$ cat config.mk
export PLATFORM = sky130hd
export DESIGN_NAME = bram_stream_reader_flat
export DESIGN_NICKNAME = d
export VERILOG_FILES = /design/src/rtl/bram_stream_reader_pkg.sv /design/src/rtl/bram_stream_reader_if.sv /design/src/rtl/bram_stream_reader_skid_fifo2.sv /design/src/rtl/bram_stream_reader.sv /design/src/flat_wrapper.sv
export SDC_FILE = /design/constraint.sdc
export NUM_CORES = 1
export LEC_CHECK = 0
export BUFFER_PORTS_ARGS = -buffer_cell sky130_fd_sc_hd__buf_2
export CORE_ASPECT_RATIO = 2
export CORE_MARGIN = 3
export CORE_UTILIZATION = 35
export DETAILED_ROUTE_END_ITERATION = 6
export REMOVE_ABC_BUFFERS = 1
export SLEW_MARGIN = 20
export SYNTH_ARGS = -nofsm -noshare
export SYNTH_HDL_FRONTEND = slang
export SYNTH_HIERARCHICAL = 1
export SYNTH_SLANG_ARGS = --single-unit
$ cat constraint.sdc
create_clock -name clk -period 2.45 [get_ports clk]
set_input_delay 0.1225 -clock clk [delete_from_list [all_inputs] [get_ports clk]]
set_output_delay 0.1225 -clock clk [all_outputs]
set_load 0.1 [all_outputs]
$ cat src/rtl/bram_stream_reader_pkg.sv
// ============================================================================
// Package     : bram_stream_pkg
// Description : Shared definitions for the BRAM stream reader. It holds the
//               FSM state encodings, the BRAM word size and a byte-to-word
//               count helper.
// Revision    : 1.0 - initial release
// ============================================================================
`default_nettype none

package bram_stream_pkg;

    localparam int WORD_BYTES = 4;

    // Reader FSM state encodings.
    typedef logic [1:0] state_t;
    localparam logic [1:0] S_IDLE   = 2'd0;
    localparam logic [1:0] S_RUN    = 2'd1;
    localparam logic [1:0] S_FINISH = 2'd2;

    // Converts a byte count to a whole-word count. Any trailing partial word
    // is dropped.
    function automatic logic [31:0] bytes_to_words(input logic [31:0] nbytes);
        return nbytes / 32'(WORD_BYTES);
    endfunction

endpackage

`default_nettype wire

$ cat src/rtl/bram_stream_reader_if.sv
// ============================================================================
// Interface   : bram_stream_reader_if
// Description : AXI4-Stream data channel with tdata, tvalid, tready and
//               tlast.
//               master modport : drives tdata/tvalid/tlast, samples tready
//               slave  modport : samples tdata/tvalid/tlast, drives tready
// Revision    : 1.0 - initial release
// ============================================================================
`default_nettype none

interface bram_stream_reader_if #(
    parameter int DATA_W = 32
);
    logic [DATA_W-1:0] tdata;
    logic              tvalid;
    logic              tready;
    logic              tlast;

    modport master (
        output tdata,
        output tvalid,
        output tlast,
        input  tready
    );

    modport slave (
        input  tdata,
        input  tvalid,
        input  tlast,
        output tready
    );
endinterface

`default_nettype wire

$ cat src/rtl/bram_stream_reader_skid_fifo2.sv
// ============================================================================
// Module      : skid_fifo2
// Description : Two-entry FIFO that acts as a skid buffer. Each entry holds
//               data plus a last flag. Slot 0 is always the head, so the head
//               outputs stay stable until a pop.
// Ports       : clk, rst_n          - clock, asynchronous active-low reset
//               push, push_data,
//               push_last          - write side; caller never pushes when full
//               pop                - remove head; caller never pops when empty
//               count              - occupancy, 0..2
//               head_data,
//               head_last          - current head entry
// Revision    : 1.0 - initial release
// ============================================================================
`default_nettype none

module skid_fifo2 #(
    parameter int DATA_W = 32
) (
    input  logic              clk,
    input  logic              rst_n,
    input  logic              push,
    input  logic [DATA_W-1:0] push_data,
    input  logic              push_last,
    input  logic              pop,
    output logic [1:0]        count,
    output logic [DATA_W-1:0] head_data,
    output logic              head_last
);

    logic [DATA_W-1:0] data0_q, data0_d, data1_q, data1_d;
    logic              last0_q, last0_d, last1_q, last1_d;
    logic [1:0]        count_q, count_d;

    always_comb begin
        data0_d = data0_q;
        data1_d = data1_q;
        last0_d = last0_q;
        last1_d = last1_q;
        count_d = count_q;
        case ({push, pop})
            2'b10: begin
                if (count_q == 2'd0) begin
                    data0_d = push_data;
                    last0_d = push_last;
                end else begin
                    data1_d = push_data;
                    last1_d = push_last;
                end
                count_d = count_q + 2'd1;
            end
            2'b01: begin
                data0_d = data1_q;
                last0_d = last1_q;
                count_d = count_q - 2'd1;
            end
            2'b11: begin
                // The occupancy is unchanged. The new entry lands behind
                // whatever remains after the pop.
                if (count_q == 2'd2) begin
                    data0_d = data1_q;
                    last0_d = last1_q;
                    data1_d = push_data;
                    last1_d = push_last;
                end else begin
                    data0_d = push_data;
                    last0_d = push_last;
                end
            end
            default: ;
        endcase
    end

    always_ff @(posedge clk or negedge rst_n) begin
        if (!rst_n) begin
            data0_q <= '0;
            data1_q <= '0;
            last0_q <= 1'b0;
            last1_q <= 1'b0;
            count_q <= 2'd0;
        end else begin
            data0_q <= data0_d;
            data1_q <= data1_d;
            last0_q <= last0_d;
            last1_q <= last1_d;
            count_q <= count_d;
        end
    end

    assign count     = count_q;
    assign head_data = data0_q;
    assign head_last = last0_q;

endmodule

`default_nettype wire

$ cat src/rtl/bram_stream_reader.sv
// ============================================================================
// Module      : bram_stream_reader
// Description : Drains num_of_inp bytes from a BRAM read port and emits them
//               as 32-bit words on an AXI4-Stream master. tlast is set on the
//               final word. done pulses for one cycle after the last beat is
//               accepted.
// Ports       : clk, rst_n          - clock, asynchronous active-low reset
//               start, num_of_inp  - transfer request and byte count
//               busy, done         - status; busy is high while streaming
//               bram_addr, bram_en,
//               bram_we, bram_dout - BRAM read port with 1-cycle read latency
//               m_axis             - stream master (bram_stream_reader_if)
// Options     : BRAM_STREAM_READER_STATS_EN adds the stall_cycles output. It
//               counts the cycles of the current transfer where tvalid is
//               high and tready is low, and saturates at 0xFFFF.
// Revision    : 1.0 - initial release
// ============================================================================
`default_nettype none

module bram_stream_reader
    import bram_stream_pkg::*;
#(
    parameter int              DATA_W    = 32,
    parameter int              ADDR_W    = 32,
    parameter int              CNT_W     = 10,
    parameter logic [ADDR_W-1:0] BASE_ADDR = '0
) (
    input  logic              clk,
    input  logic              rst_n,
    input  logic              start,
    input  logic [CNT_W-1:0]  num_of_inp,
    output logic              busy,
    output logic              done,
    output logic [ADDR_W-1:0] bram_addr,
    output logic              bram_en,
    output logic [3:0]        bram_we,
    input  logic [DATA_W-1:0] bram_dout,
    bram_stream_reader_if.master m_axis
`ifdef BRAM_STREAM_READER_STATS_EN
    ,
    output logic [15:0]       stall_cycles
`endif
);

    localparam int IDX_W = CNT_W - 2;

    state_t           state_q, state_d;
    logic [IDX_W-1:0] words_q, words_d;
    logic [IDX_W-1:0] rd_idx_q, rd_idx_d;
    logic [IDX_W-1:0] wr_idx_q, wr_idx_d;
    logic             in_flight_q, in_flight_d;

    logic [1:0]        fifo_count;
    logic [DATA_W-1:0] head_data;
    logic              head_last;
    logic              tvalid;
    logic              push;
    logic              pop;
    logic              push_last;
    logic              rd_issue;
    logic              start_ok;
    logic [2:0]        occupancy;
    logic [IDX_W-1:0]  words_in;

    assign start_ok  = (state_q == S_IDLE) && start;
    assign words_in  = IDX_W'(bytes_to_words(32'(num_of_inp)));
    assign tvalid    = (fifo_count != 2'd0);
    assign pop       = tvalid && m_axis.tready;
    assign push      = in_flight_q;
    assign push_last = (wr_idx_q == words_q - IDX_W'(1));

    // Read credit counts the entries in the FIFO plus the read in flight. The
    // slot freed by this cycle's pop is returned to the credit at once. This
    // sustains one beat per cycle and still never lets more than two words
    // be owed to the FIFO.
    assign occupancy = {1'b0, fifo_count} + {2'b00, in_flight_q} - {2'b00, pop};
    assign rd_issue  = (state_q == S_RUN) && (rd_idx_q < words_q) && (occupancy < 3'd2);

    always_comb begin
        state_d     = state_q;
        words_d     = words_q;
        rd_idx_d    = rd_idx_q;
        in_flight_d = rd_issue;
        wr_idx_d    = push ? (wr_idx_q + IDX_W'(1)) : wr_idx_q;
        case (state_q)
            S_IDLE: begin
                if (start) begin
                    words_d     = words_in;
                    rd_idx_d    = '0;
                    wr_idx_d    = '0;
                    in_flight_d = 1'b0;
                    state_d     = (words_in == '0) ? S_FINISH : S_RUN;
                end
            end
            S_RUN: begin
                if (rd_issue) begin
                    rd_idx_d = rd_idx_q + IDX_W'(1);
                end
                if (pop && head_last) begin
                    state_d = S_FINISH;
                end
            end
            S_FINISH: state_d = S_IDLE;
            default:  state_d = S_IDLE;
        endcase
    end

    always_ff @(posedge clk or negedge rst_n) begin
        if (!rst_n) begin
            state_q     <= S_IDLE;
            words_q     <= '0;
            rd_idx_q    <= '0;
            wr_idx_q    <= '0;
            in_flight_q <= 1'b0;
        end else begin
            state_q     <= state_d;
            words_q     <= words_d;
            rd_idx_q    <= rd_idx_d;
            wr_idx_q    <= wr_idx_d;
            in_flight_q <= in_flight_d;
        end
    end

    skid_fifo2 #(
        .DATA_W (DATA_W)
    ) u_fifo (
        .clk       (clk),
        .rst_n     (rst_n),
        .push      (push),
        .push_data (bram_dout),
        .push_last (push_last),
        .pop       (pop),
        .count     (fifo_count),
        .head_data (head_data),
        .head_last (head_last)
    );

    assign busy      = (state_q == S_RUN);
    assign done      = (state_q == S_FINISH);
    assign bram_en   = rd_issue;
    assign bram_addr = BASE_ADDR + ADDR_W'({rd_idx_q, 2'b00});
    assign bram_we   = 4'b0000;

    assign m_axis.tdata  = head_data;
    assign m_axis.tvalid = tvalid;
    assign m_axis.tlast  = tvalid && head_last;

`ifdef BRAM_STREAM_READER_STATS_EN
    logic [15:0] stall_q, stall_d;

    always_comb begin
        stall_d = stall_q;
        if (start_ok) begin
            stall_d = 16'd0;
        end else if ((state_q == S_RUN) && tvalid && !m_axis.tready && (stall_q != 16'hFFFF)) begin
            stall_d = stall_q + 16'd1;
        end
    end

    always_ff @(posedge clk or negedge rst_n) begin
        if (!rst_n) begin
            stall_q <= 16'd0;
        end else begin
            stall_q <= stall_d;
        end
    end

    assign stall_cycles = stall_q;
`else
    logic unused_start_ok;
    assign unused_start_ok = start_ok;
`endif

endmodule

`default_nettype wire

$ cat src/flat_wrapper.sv
// flat-port wrapper written by rule: the top's interface ports become plain ports
module bram_stream_reader_flat import bram_stream_pkg::*;
#(
    parameter int              DATA_W    = 32,
    parameter int              ADDR_W    = 32,
    parameter int              CNT_W     = 10,
    parameter logic [ADDR_W-1:0] BASE_ADDR = '0
)
  (clk, rst_n, start, num_of_inp, busy, done, bram_addr, bram_en, bram_we, bram_dout, m_axis_tdata, m_axis_tvalid, m_axis_tlast, m_axis_tready);
  bram_stream_reader_if #(.DATA_W(DATA_W)) m_axis_i ();
  input  logic clk;
  input  logic rst_n;
  input  logic start;
  input  logic [CNT_W-1:0] num_of_inp;
  output logic busy;
  output logic done;
  output logic [ADDR_W-1:0] bram_addr;
  output logic bram_en;
  output logic [3:0] bram_we;
  input  logic [DATA_W-1:0] bram_dout;
  output wire logic [$bits(m_axis_i.tdata)-1:0] m_axis_tdata;
  output wire logic [$bits(m_axis_i.tvalid)-1:0] m_axis_tvalid;
  output wire logic [$bits(m_axis_i.tlast)-1:0] m_axis_tlast;
  input wire logic [$bits(m_axis_i.tready)-1:0] m_axis_tready;
  assign m_axis_tdata = m_axis_i.tdata;
  assign m_axis_tvalid = m_axis_i.tvalid;
  assign m_axis_tlast = m_axis_i.tlast;
  assign m_axis_i.tready = m_axis_tready;
  bram_stream_reader #(.DATA_W(DATA_W), .ADDR_W(ADDR_W), .CNT_W(CNT_W), .BASE_ADDR(BASE_ADDR)) u_core (.clk(clk), .rst_n(rst_n), .start(start), .num_of_inp(num_of_inp), .busy(busy), .done(done), .bram_addr(bram_addr), .bram_en(bram_en), .bram_we(bram_we), .bram_dout(bram_dout), .m_axis(m_axis_i));
endmodule
# [Yosys cells after proc, flatten, opt, wreduce, memory -nomap -nowiden]
# Index checks and enable logic that the tools add are counted.
[word_totals] inputBits=46 output_inout_bits=73 word_cells=75 register_bits=95
[classes] magnitude_cmp=2 n_reduce_logical=18 muxes=25 n_eq_ne=13 n_addsub=7
[ops] operator="two-way mux 32 bit" n=4
[ops] operator="one-hot mux 32 bit (3 select lines)" n=1
[ops] operator="one-hot mux 32 bit (2 select lines)" n=1
[ops] operator="two-way mux 8 bit" n=5
[ops] operator="adder 8 x 1 -> 8 bit, second input constant" n=2
[ops] operator="one-hot mux 8 bit (2 select lines)" n=1
[ops] operator="equality test 2 bit, second input constant" n=4
[ops] operator="equality test 8 bit" n=1
[ops] operator="logical NOT 8 bit" n=1
[ops] operator="less-than comparator 8 bit" n=1
[ops] operator="inequality test 2 bit, second input constant" n=4
[ops] operator="one-hot mux 2 bit (2 select lines)" n=2
[ops] operator="nonzero test 2 bit" n=4
[ops] operator="subtractor 8 x 1 -> 8 bit, second input constant" n=1
[ops] operator="two-way mux 1 bit" n=6
[ops] operator="two-way mux 2 bit" n=3
[ops] operator="AND reduction 2 bit" n=3
[ops] operator="AND reduction 3 bit" n=2
[ops] operator="logical AND 1 bit" n=5
[ops] operator="equality test 2 x 1 -> 1 bit, second input constant" n=2
[ops] operator="logical NOT 2 bit" n=2
[ops] operator="inequality test 2 x 1 -> 1 bit, second input constant" n=2
[ops] operator="adder 2 x 1 -> 3 bit" n=1
[ops] operator="less-than comparator 3 x 2 -> 1 bit, second input constant" n=1
[ops] operator="other kinds (6)" n=6

# [Longest topological paths before layout]
# Gate-level depths: netlist of the first run.
[logic_depth] depth_word=7 ltp_mapped=9 mapped_depth_nobuf=8

# [Modules after synthesis]
# The synthesis of the first run kept the hierarchy.
[modules_own_cells] module="skid_fifo2" area_per_inst_um2=3244.4 seq_area_each_um2=1701.6 cells_each=247 instances=1
[modules_own_cells] module="bram_stream_reader" area_per_inst_um2=1923.1 seq_area_each_um2=675.6 cells_each=213 instances=1

# [Worst setup path after synthesis of the first run]
# Ideal clock, no wire load.
[synth_path] path_type="register -> register" startpoint="register u_core.rd_idx_q[4]" endpoint="register u_core.rd_idx_q[0]" required_time_ps=2376 path_buffers=0 setup_time_ps=74 arrival_time_ps=3513 period_less_slack_ps=3587 stages_incl_launch_ff=7 setup_slack_ps=-1137 cell_sequence="dfrtp_1 ha_1 o21a_1 o211ai_1 a41oi_2 nor2_1 mux2_2"
[synth_via] elab_chain_cells=5
[synth_rtl] item="start, declared" line_no="bram_stream_reader.sv:49" source="logic [IDX_W-1:0] rd_idx_q, rd_idx_d;"
[synth_rtl] item="start signal, assigned" line_no="bram_stream_reader.sv:118" source="rd_idx_q <= rd_idx_d;"
[synth_rtl] item="less-than comparator 8 bit" line_no="bram_stream_reader.sv:77" source="assign rd_issue = (state_q == S_RUN) && (rd_idx_q < words_q) && (occupancy < 3'd2);"
[synth_rtl] item="logical AND 1 bit (2 in a row)" line_no="bram_stream_reader.sv:77"
[synth_rtl] item="named net bram_en" line_no="flat_wrapper.sv:18" source="output logic bram_en;"
[synth_rtl] item="inequality test 2 x 1 -> 1 bit (no line)"
[synth_rtl] item="AND reduction 3 bit (no line)"
# The timed path passes the listed nets, and every way through them passes these cells.
# A chain may end at the register's enable or synchronous reset.

# [Worst setup path in the final report of the first run]
[layout_path] startpoint="register u_core.u_fifo.count_q[0] (netlist: u_core/u_fifo/count[0])" endpoint="output port bram_en"
[layout_via] elab_chain_cells=5 elab_cells_between_ends=6 cone_classes="add/sub (2); order compare (1); reduce/logical (3)"
[layout_rtl] item="start, declared" line_no="bram_stream_reader_skid_fifo2.sv:33" source="logic [1:0] count_q, count_d;"
[layout_rtl] item="start signal, assigned" line_no="bram_stream_reader_skid_fifo2.sv:86" source="count_q <= count_d;"
[layout_rtl] item="branches (longest 2 deep; another with adder 2 x 1 -> 3 bit)"
[layout_rtl] item="subtractor 3 x 1 -> 3 bit *" line_no="bram_stream_reader.sv:76" source="assign occupancy = {1'b0, fifo_count} + {2'b00, in_flight_q} - {2'b00, pop};"
[layout_rtl] item="less-than comparator 3 x 2 -> 1 bit *" line_no="bram_stream_reader.sv:77"
[layout_rtl] item="logical AND 1 bit *" line_no="bram_stream_reader.sv:77"
[layout_rtl] item="end, declared" line_no="flat_wrapper.sv:18"
# Every way passes the cells marked *.

==> results of run 1 <==
-- sequential cells by signal, summed over array words and instances, names as in the netlist --
signal	cells
u_core/u_fifo/head_last	1
u_core/wr_idx_q	8
u_core/u_fifo/last1_q	1
u_core/rd_idx_q	8
u_core/u_fifo/head_data	32
u_core/words_q	8
u_core/state_q	2
u_core/u_fifo/data1_q	32
u_core/u_fifo/count	2
u_core/in_flight_q	1
-- metrics by stage --
| step | std cells | hold WS, ns | setup slack [ns] | area (um^2) |
|---|---|---|---|---|
| 6_report | 743 | 0.00977 | 0.0379 | 6100 |
| 5_1_grt | 743 | 0.00875 | -0.0391 | 6100 |
| 4_1_cts | 742 | 0.00363 | 0.00819 | 6090 |
| 3_5_place_dp | 724 | 0.155 | 0.0280 | 5770 |
| 3_3_place_gp | 724 | 0.142 | 0.100 | 5770 |
| 2_1_floorplan | 427 | -0.173 | -1.14 | 4890 |
-- kinds of logic after synthesis --
kind of cell	after synthesis	share of synthesized area
muxes	35	0.0978
and+or+nand+nor	84	0.0881
xor gates and xnor gates	21	0.0356
buffers and inverters	73	0.0826
AOI/OAI and AO/OA	136	0.197
other	1	0.000726
DFF	95	0.460
adders and majority gates	15	0.0378
-- how the worst min path moves through the flow --
stage / startpoint / end / slack (ns) / cells after the start
3_3_place_gp: rst_n / u_core/rd_idx_q[1] / 0.14 / 1
4_1_cts: num_of_inp[5] / u_core/words_q[3] / 0.004 / 3
3_5_place_dp: rst_n / u_core/rd_idx_q[1] / 0.15 / 1
5_1_grt: num_of_inp[6] / u_core/words_q[4] / 0.009 / 3
6_report: num_of_inp[3] / u_core/words_q[1] / 0.01 / 3
2_1_floorplan: rst_n / u_core/in_flight_q / -0.17 / 0
-- synth_stat cells, types with 2 or more instances --
cell	n	area, um^2
nand3_1	9	45.0
inv_1	12	45.0
nor3_1	4	20.0
nand2_1	22	82.6
o21ai_0	47	235
buf_2	7	35.0
and2_1	2	12.5
nor2_1	15	56.3
clkbuf_1	17	63.8
o22a_1	4	35.0
a21o_1	2	15.0
mux2_4	30	450
o41ai_1	2	17.5
or4_1	2	15.0
a21oi_1	3	15.0
xnor2_1	10	87.6
xor2_1	11	96.3
dfrtp_1	95	2380
o211a_1	2	20.0
nand3b_1	2	15.0
and3b_1	2	17.5
o211ai_1	2	15.0
buf_6	3	33.8
nor4b_1	2	17.5
o21a_1	2	15.0
a311oi_1	33	289
a2bb2oi_1	33	289
ha_1	14	175
nand4_1	5	31.3
and3_1	7	43.8
buf_4	32	240
mux2_2	4	45.0
-- per-layer routing --
layer	GRT usage	wire length [um]	part of all wire	up-vias
met5	0	0	0	-
met3	0.0242	509	0.037	20
met1	0.192	5390	0.39	1985
met4	0.0664	338	0.025	0
li1	-	-	-	1822
met2	0.321	7510	0.55	113
-- cell type report --
cell class | count | area [um^2] | area share
clock buffer | 10 | 239 | 0.0391
clock inverter | 6 | 42.5 | 0.00697
inverter | 13 | 48.8 | 0.00799
multi-input combinational | 319 | 2500 | 0.409
sequential | 95 | 2380 | 0.389
tap | 192 | 240 | 0.0394
timing repair buffer | 108 | 661 | 0.108
-- layout by cell type, fill, tap and decap left out, drive strengths merged, types with 9 or more instances in the layout --
cell	netlist	routed
mux2	34	34
nor2	17	17
buf	42	107
inv	13	15
xor2	11	11
a2bb2oi	33	33
dfrtp	95	95
clkbuf	18	10
conb	1	28
a311oi	33	33
ha	14	14
nand3	9	9
nand2	22	22
o21ai	47	47
xnor2	10	10
-- worst max-delay path, delay by kind of cell, from the launching register on --
kind | cells | cell delay, ns
fa+ha+maj | 1 | 0.51
simple gates | 4 | 0.80
buf+inv | 1 | 0.19
compound gates | 1 | 0.08
flops | 1 | 0.38
-- timing repair --
action	CTS	global route
hold buffers	1	0
gates resized for setup	5	3
gates cloned	0	0
hold endpoints to repair	40	0
setup endpoints to repair	1	3
pin swaps	1	2
setup buffers	1	1
==> impl_results.md, run 1 <==
* WL/cell at 18.5 um
* Max_slew headroom at 0.348
* RSZ-0062 raised after global routing: true
* CP Launch Type: flop
* Cell area after synthesis at 5170 um^2
* Worst-Skew Late Latency at 0.34 ns
* Worst path cell trace: and3b_2 > o21ai_2 > fa_1 > nor3b_4 > nand3_2 > nor2_4 > buf_12
* Primary FF master, synth: dfrtp_1
* Worst-Margin Slew at 0.975 ns
* Max frequency at 415 MHz
* GP Congestion at 0.826
* CTS Buf Count at 9
* Ys async rst share at 1.00
* Worst R2R Setup Slack at 0.18 ns
* H-tree depth at 3
* Cell count after synthesis at 460
* Drt via density at 5.30
* Total gr overflow at 0
* Fill cells at 1,426
* Setup crit end: bram_en
* Post-synth cell types at 55
* Core Rows at 62
* Clock Sinks at 95
* Crit-path max FO at 3
* Post-Route WL at 13,700 um
* Post-layout min period at 2.41 ns
* Reg2Reg Launch Point: u_core/u_fifo/count[0]
* Post-layout util at 0.423
* # IOs at 119
* Register area share after synthesis at 0.460
* Routed vias at 3,940
* P&R area growth vs syn at 18.1%
* Mean Syn Cell Area at 11.2 um^2
* Die ar. at 16,300 um^2
* Worst setup startpoint: u_core/u_fifo/count[0]
* FF-to-FF End: u_core/rd_idx_q[6]
* Total Routing Usage GR at 0.171
* Post-synthesis register bit count at 95
* Antenna cells at 0
* R2r worst-path depth at 8
* Status: complete, no violations
* Number of I/O port buffers at 88
* Initial antenna violation count at 0
* HP Class: in2reg
* DRC viols at 0
* Die height at 178 um
* Largest net degree at the start of global routing at 43
* Final Hold Fails at 0
* Synth warn at 6
* 1st-pass router iterations at 4
* Worst-path clk slew at 0.06 ns
* Layout cells sized above 1 at 0.314
* Core area at 14,400 um^2
* CP arrival at 2.29 ns
* DRT iter0 DRCs at 178
* Crit path required time at 2.33 ns
* Crit path capture type: output pin
* Post-Route Skew at 0.0129 ns
* DRT antenna net count at 0
* Initial Utilization at 0.358
* Worst path slowest cell: fa_1
* Fin nets at 607
* Die W at 91.9 um
* Final setup TNS at 0 ns
* EDFF count, synth at 0
* Max incr delay on CP at 0.51 ns
* Slew Limit Fails at 0
* Setup-failing EPs final at 0
* First-pass GRT wire length at 22,000 um
* Hpwl dp at 9380 um
* Final period utilization at 0.985
* Vias in the first global route at 4,217
* # Max-Cap Violations at 0
* CTS tree: done
* Clock Tree Buf Depth at 2
* CP Class: reg2out
* CTS root buf: clkbuf_16
Power of run 1 is not shown: default switching activity piles up to over one toggle a cycle in this logic, so the estimate is an artifact.
==> run 2: changes to the inputs <==
- CELL_PAD_IN_SITES_DETAIL_PLACEMENT: not set -> 0
- CELL_PAD_IN_SITES_GLOBAL_PLACEMENT: not set -> 1
- PLACE_DENSITY_LB_ADDON: not set -> 0.1
==> run 2 against run 1 <==
Effect of this change:
- register-to-register slack got worse by 0.06 ns
- highest routed layer unchanged
- die area did not move
- clock skew fell by 0.0014 ns
- final cell count rose by 0.67%
- critical endpoint unchanged
- global-route usage barely moved
==> impl_results.md, run 2 (synthesis results as in run 1) <==
* Layout cells sized above 1 at 0.317 (was 0.314)
* Worst path buffer plus inverter count at 1 (unchanged)
* GP Congestion at 0.766 (was 0.826)
* Post-Route Skew at 0.0115 ns (was 0.0129 ns)
* Hpwl dp at 9030 um (was 9380 um)
* CTS Buf Count at 9 (unchanged)
* First-pass GRT wire length at 22,000 um (about the same)
* Initial antenna violation count at 0 (unchanged)
* Fill cells at 1,447 (was 1,426)
* 1st-pass router iterations at 4 (unchanged)
* Max layer used: met4 (unchanged)
* Register area at 2380 um^2 (unchanged)
* Clock Sinks at 95 (unchanged)
* Max_slew headroom at 0.362 (was 0.348)
* CP Launch Type: flop (unchanged)
* Routed vias at 3,960 (was 3,940)
* Status: complete, no violations (unchanged)
* Hold_ws at 0.0138 ns (was 0.00977 ns)
* HP Class: in2reg (unchanged)
* DRT iter0 DRCs at 145 (was 178)
* Clock Tree Buf Depth at 2 (unchanged)
* Worst path slowest cell: fa_1 (unchanged)
* Metal-1 WL at 5530 um (was 5390 um)
* Crit path capture type: output pin (unchanged)
* Total Routing Usage GR at 0.171 (about the same)
* Worst path cell trace: and3b_2 > o21ai_0 > fa_1 > nor3b_4 > nand3_2 > nor2_4 > buf_12 (was and3b_2 > o21ai_2 > fa_1 > nor3b_4 > nand3_2 > nor2_4 > buf_12)
* Met2 wire length at 7480 um (was 7510 um)
* Crit-path max FO at 2 (was 3)
* Top Family by Delay on Critical Path: simple AND/OR/NAND/NOR gates (unchanged)
* Max frequency at 429 MHz (was 415 MHz)
* Multi-input gate area at 2520 um^2 (was 2500 um^2)
* WL/cell at 18.5 um (about the same)
* DRT antenna net count at 0 (unchanged)
* # Max-Cap Violations at 0 (unchanged)
* CP Class: reg2out (unchanged)
* Worst-Margin Slew at 0.954 ns (was 0.975 ns)
* Final setup TNS at 0 ns (unchanged)
* DRC viols at 0 (unchanged)
* Total gr overflow at 0 (unchanged)
* Metal3 WL at 648 um (was 509 um)
* Setup-failing EPs final at 0 (unchanged)
* Final period utilization at 0.953 (was 0.985)
* CTS tree: done (unchanged)
* Vias in the first global route at 4,154 (was 4,217)
* Largest net degree at the start of global routing at 42 (was 43)
* Worst-path clk slew at 0.07 ns (was 0.06 ns)
* Max incr delay on CP at 0.49 ns (was 0.51 ns)
* Worst-Skew Late Latency at 0.34 ns (about the same)
* Final Hold Fails at 0 (unchanged)
* Die ar. at 16,300 um^2 (unchanged)
* Commonest cells after routing, fill and taps aside: dfrtp_1, buf_2, o21ai_0, a311oi_1, a2bb2oi_1 (unchanged)
* Initial Utilization at 0.358 (unchanged)
* Die height at 178 um (unchanged)
* Core area at 14,400 um^2 (unchanged)
* Post-Route WL at 13,900 um (was 13,700 um)
* CTS root buf: clkbuf_16 (unchanged)
* Die W at 91.9 um (unchanged)
* Number of I/O port buffers at 88 (unchanged)
* # IOs at 119 (unchanged)
* H-tree depth at 3 (unchanged)
* Crit path required time at 2.33 ns (about the same)
* Drt via density at 5.29 (was 5.30)
* CP arrival at 2.21 ns (was 2.29 ns)
* P&R area growth vs syn at 19.3% (was 18.1%)
* Most common cell after layout, fill and taps aside: dfrtp_1 (unchanged)
* Fin nets at 612 (was 607)
* Antenna cells at 0 (unchanged)
* Post-layout min period at 2.33 ns (was 2.41 ns)
* Core Rows at 62 (unchanged)
* Slew Limit Fails at 0 (unchanged)
-- run 2: cell count changes in the layout (fill, tap and decap cells not counted), moves of 2 or more --
cell      change
buf_4         +4
clkbuf_1      +2
clkinv_2      -2
inv_6         -2
o41ai_1       -2
o41ai_2       +2
-- run 2: metal layers --
metal / GRT usage / vias up
met5: 0 / -
met4: 0.0633 / 0
met1: 0.196 / 1984
met2: 0.319 / 133
met3: 0.0229 / 17
li1: - / 1826
-- run 2: final timing paths --
check / from / slack, ns / cells past startpoint / end
min: num_of_inp[3] / 0.01 / 3 / u_core/words_q[1]
min reg2reg: u_core/u_fifo/last1_q / 0.50 / 1 / u_core/u_fifo/last1_q
max: u_core/u_fifo/count[0] / 0.12 / 7 / bram_en
min in group asynchronous: rst_n / 0.30 / 2 / u_core/rd_idx_q[0]
max in group asynchronous: rst_n / 1.48 / 3 / u_core/u_fifo/data1_q[3]
max reg2reg: u_core/u_fifo/count[0] / 0.12 / 8 / u_core/u_fifo/head_data[19]
-- run 2: area by class of cell --
class	instances	share of cell area
Clock buffer	11	0.0378
Clock inverter	5	0.00690
Inverter	13	0.00792
Multi-Input combinational cell	319	0.409
Sequential cell	95	0.386
Tap cell	192	0.0390
Timing Repair Buffer	113	0.114
-- run 2: timing repair --
action | CTS | global route
endpoints found under the hold margin | 38 | 0
setup buffers | 1 | 2
pin swaps | 2 | 2
endpoints found under the setup margin | 1 | 4
hold buffers | 2 | 0
resized for setup | 4 | 6
-- run 2: worst min-delay path, stage by stage --
cell     delay (ns)
buf_2          0.09
nand2_1        0.04
o21ai_0        0.06
-- run 2: per-stage QoR --
step,std cells,instance area [um^2],utilization,worst slack (ns)
finish,748,6160,0.427,0.116
global route,748,6160,0.427,-0.00791
CTS,746,6110,0.423,0.0262
detailed placement,727,5790,0.401,0.161
global placement,727,5790,0.401,0.165
floorplan,427,4890,-,-1.14
Power of run 2 is left out for the same reason.
==> run 3: changes to the inputs <==
- BUFFER_PORTS_ARGS: -buffer_cell sky130_fd_sc_hd__buf_2 -> -buffer_cell sky130_fd_sc_hd__clkbuf_2
- SKIP_CTS_REPAIR_TIMING: not set -> 1
==> run 3 against run 2 <==
Effect of this change:
- routed wire length is 0.78% lower
- final cell count is 1.1% lower
- sequential share of layout area is 0.69 points higher
- global-route usage fell by 0.14 points
- fmax decreased by 6.1%
- worst setup slack got worse by 0.15 ns
- the flow now finishes with violations (setup timing)
- die area unchanged
- critical path depth did not move
==> impl_results.md, run 3 (synthesis results as in run 1) <==
* Clock Sinks at 95 (unchanged)
* Placed Instances at 723 (was 727)
* Top Family by Delay on Critical Path: simple AND/OR/NAND/NOR gates (unchanged)
* Worst-path clk slew at 0.07 ns (about the same)
* Die ar. at 16,300 um^2 (unchanged)
* Commonest cells after routing, fill and taps aside: dfrtp_1, clkbuf_2, o21ai_0, a311oi_1, a2bb2oi_1 (was dfrtp_1, buf_2, o21ai_0, a311oi_1, a2bb2oi_1)
* CP arrival at 2.36 ns (was 2.21 ns)
* Post-Route WL at 13,800 um (was 13,900 um)
* Max incr delay on CP at 0.50 ns (was 0.49 ns)
* # Max-Cap Violations at 0 (unchanged)
* Total gr overflow at 0 (unchanged)
* DRT antenna net count at 0 (unchanged)
* Final Hold Fails at 0 (unchanged)
* Vias in the first global route at 3,913 (was 4,154)
* H-tree depth at 3 (unchanged)
* Hpwl dp at 9120 um (was 9030 um)
* Crit path capture type: output pin (unchanged)
* Final period utilization at 1.01 (was 0.953)
* Number of I/O port buffers at 88 (unchanged)
* 1st-pass router iterations at 5 (was 4)
* Antenna cells at 0 (unchanged)
* Status: finished, violations left (was complete, no violations)
* Final setup slack of the worst path at -0.0362 ns (was 0.116 ns)
* WL/cell at 18.6 um (was 18.5 um)
* Clock Tree Buf Depth at 2 (unchanged)
* Failing checks: setup timing
* Crit path required time at 2.33 ns (about the same)
* P&R area growth vs syn at 17.2% (was 19.3%)
* Worst-Skew Late Latency at 0.35 ns (was 0.34 ns)
* Initial Utilization at 0.358 (unchanged)
* Post-layout min period at 2.49 ns (was 2.33 ns)
* CTS root buf: clkbuf_16 (unchanged)
* Total Routing Usage GR at 0.170 (was 0.171)
* Worst-Margin Slew at 0.973 ns (was 0.954 ns)
* Post-Place Worst Slack at -0.0624 ns (was 0.161 ns)
* Die W at 91.9 um (unchanged)
* Routed vias at 3,813 (was 3,960)
* Final setup TNS at -0.0362 ns (was 0 ns)
* Worst path buffer plus inverter count at 1 (unchanged)
* Worst path cell trace: and3b_1 > o21ai_0 > fa_1 > nor3b_2 > nand3_2 > nor2_4 > buf_12 (was and3b_2 > o21ai_0 > fa_1 > nor3b_4 > nand3_2 > nor2_4 > buf_12)
* Drt via density at 5.15 (was 5.29)
* DRT iter0 DRCs at 163 (was 145)
* Layout cells sized above 1 at 0.307 (was 0.317)
* CTS tree: done (unchanged)
* CP Launch Type: flop (unchanged)
* Most common cell after layout, fill and taps aside: dfrtp_1 (unchanged)
* Crit-path max FO at 6 (was 2)
* Max_slew headroom at 0.350 (was 0.362)
* HP Class: in2reg (unchanged)
* Core area at 14,400 um^2 (unchanged)
* Worst path slowest cell: fa_1 (unchanged)
* Initial antenna violation count at 0 (unchanged)
* DRC viols at 0 (unchanged)
* CP Class: reg2out (unchanged)
* GP Congestion at 0.780 (was 0.766)
* Finished Layout Cells at 740 (was 748)
* Die height at 178 um (unchanged)
* RSZ-0062 raised after global routing: true
* Setup-failing EPs final at 1 (was 0)
* First-pass GRT wire length at 21,700 um (was 22,000 um)
* CTS Buf Count at 9 (unchanged)
* Fin nets at 604 (was 612)
* # IOs at 119 (unchanged)
* Post-Route Skew at 0.0162 ns (was 0.0115 ns)
* Core Rows at 62 (unchanged)
* Slew Limit Fails at 0 (unchanged)
* Max frequency at 402 MHz (was 429 MHz)
* Largest net degree at the start of global routing at 68 (was 42)
## run 3: cell count changes in the layout (fill, tap and decap cells not counted), moves of 2 or more
| cell | before | now |
|---|---|---|
| buf_2 | 86 | 0 |
| clkbuf_2 | 0 | 86 |
| buf_4 | 20 | 15 |
| buf_12 | 5 | 3 |
| clkbuf_1 | 2 | 0 |
| inv_6 | 0 | 2 |
| o41ai_1 | 0 | 2 |
| o41ai_2 | 2 | 0 |
## run 3: path summary, 6_finish.rpt
check                           slack (ns)  cells after the start                       from                         end
worst min register to register        0.50                      1  u_core/u_fifo/data1_q[30]   u_core/u_fifo/data1_q[30]
worst max register to register        0.13                      7     u_core/u_fifo/count[1]          u_core/rd_idx_q[0]
worst min-delay path                 0.008                      3              num_of_inp[3]           u_core/words_q[1]
max in group asynchronous             1.49                      3                      rst_n  u_core/u_fifo/head_data[6]
min in group asynchronous             0.25                      2                      rst_n          u_core/rd_idx_q[4]
worst max-delay path                 -0.04                      7     u_core/u_fifo/count[0]                     bram_en
## run 3: final cells by class
class                      count  area (um^2)
inverter                      13         48.8
clock inverter                 7         65.1
sequential                    95         2380
fill                        1455         8370
tap                          192          240
clock buffer                   9          225
timing repair buffer         105          613
multi-input combinational    319         2490
## run 3: worst register-to-register path: stages (launching register included)
cell     delay, ns
dfrtp_1       0.38
and3b_1       0.21
o21ai_0       0.24
fa_1          0.45
nor3b_2       0.18
and3_1        0.21
a21oi_2       0.36
mux2_2        0.23
## run 3: per-layer routing
metal  global-route usage  wire (um)
met5                    0          0
met1                0.197       5680
met3               0.0289        509
met2                0.316       7490
met4               0.0465         73
## run 3: metrics by stage
step	hold slack [ns]	utilization	area, um^2
2_1_floorplan	-0.173	-	4890
3_3_place_gp	0.0867	0.397	5730
3_5_place_dp	0.0879	0.397	5730
4_1_cts	-0.290	0.418	6020
5_1_grt	0.0110	0.420	6060
6_report	0.00764	0.420	6060
Power of run 3 is left out for the same reason.
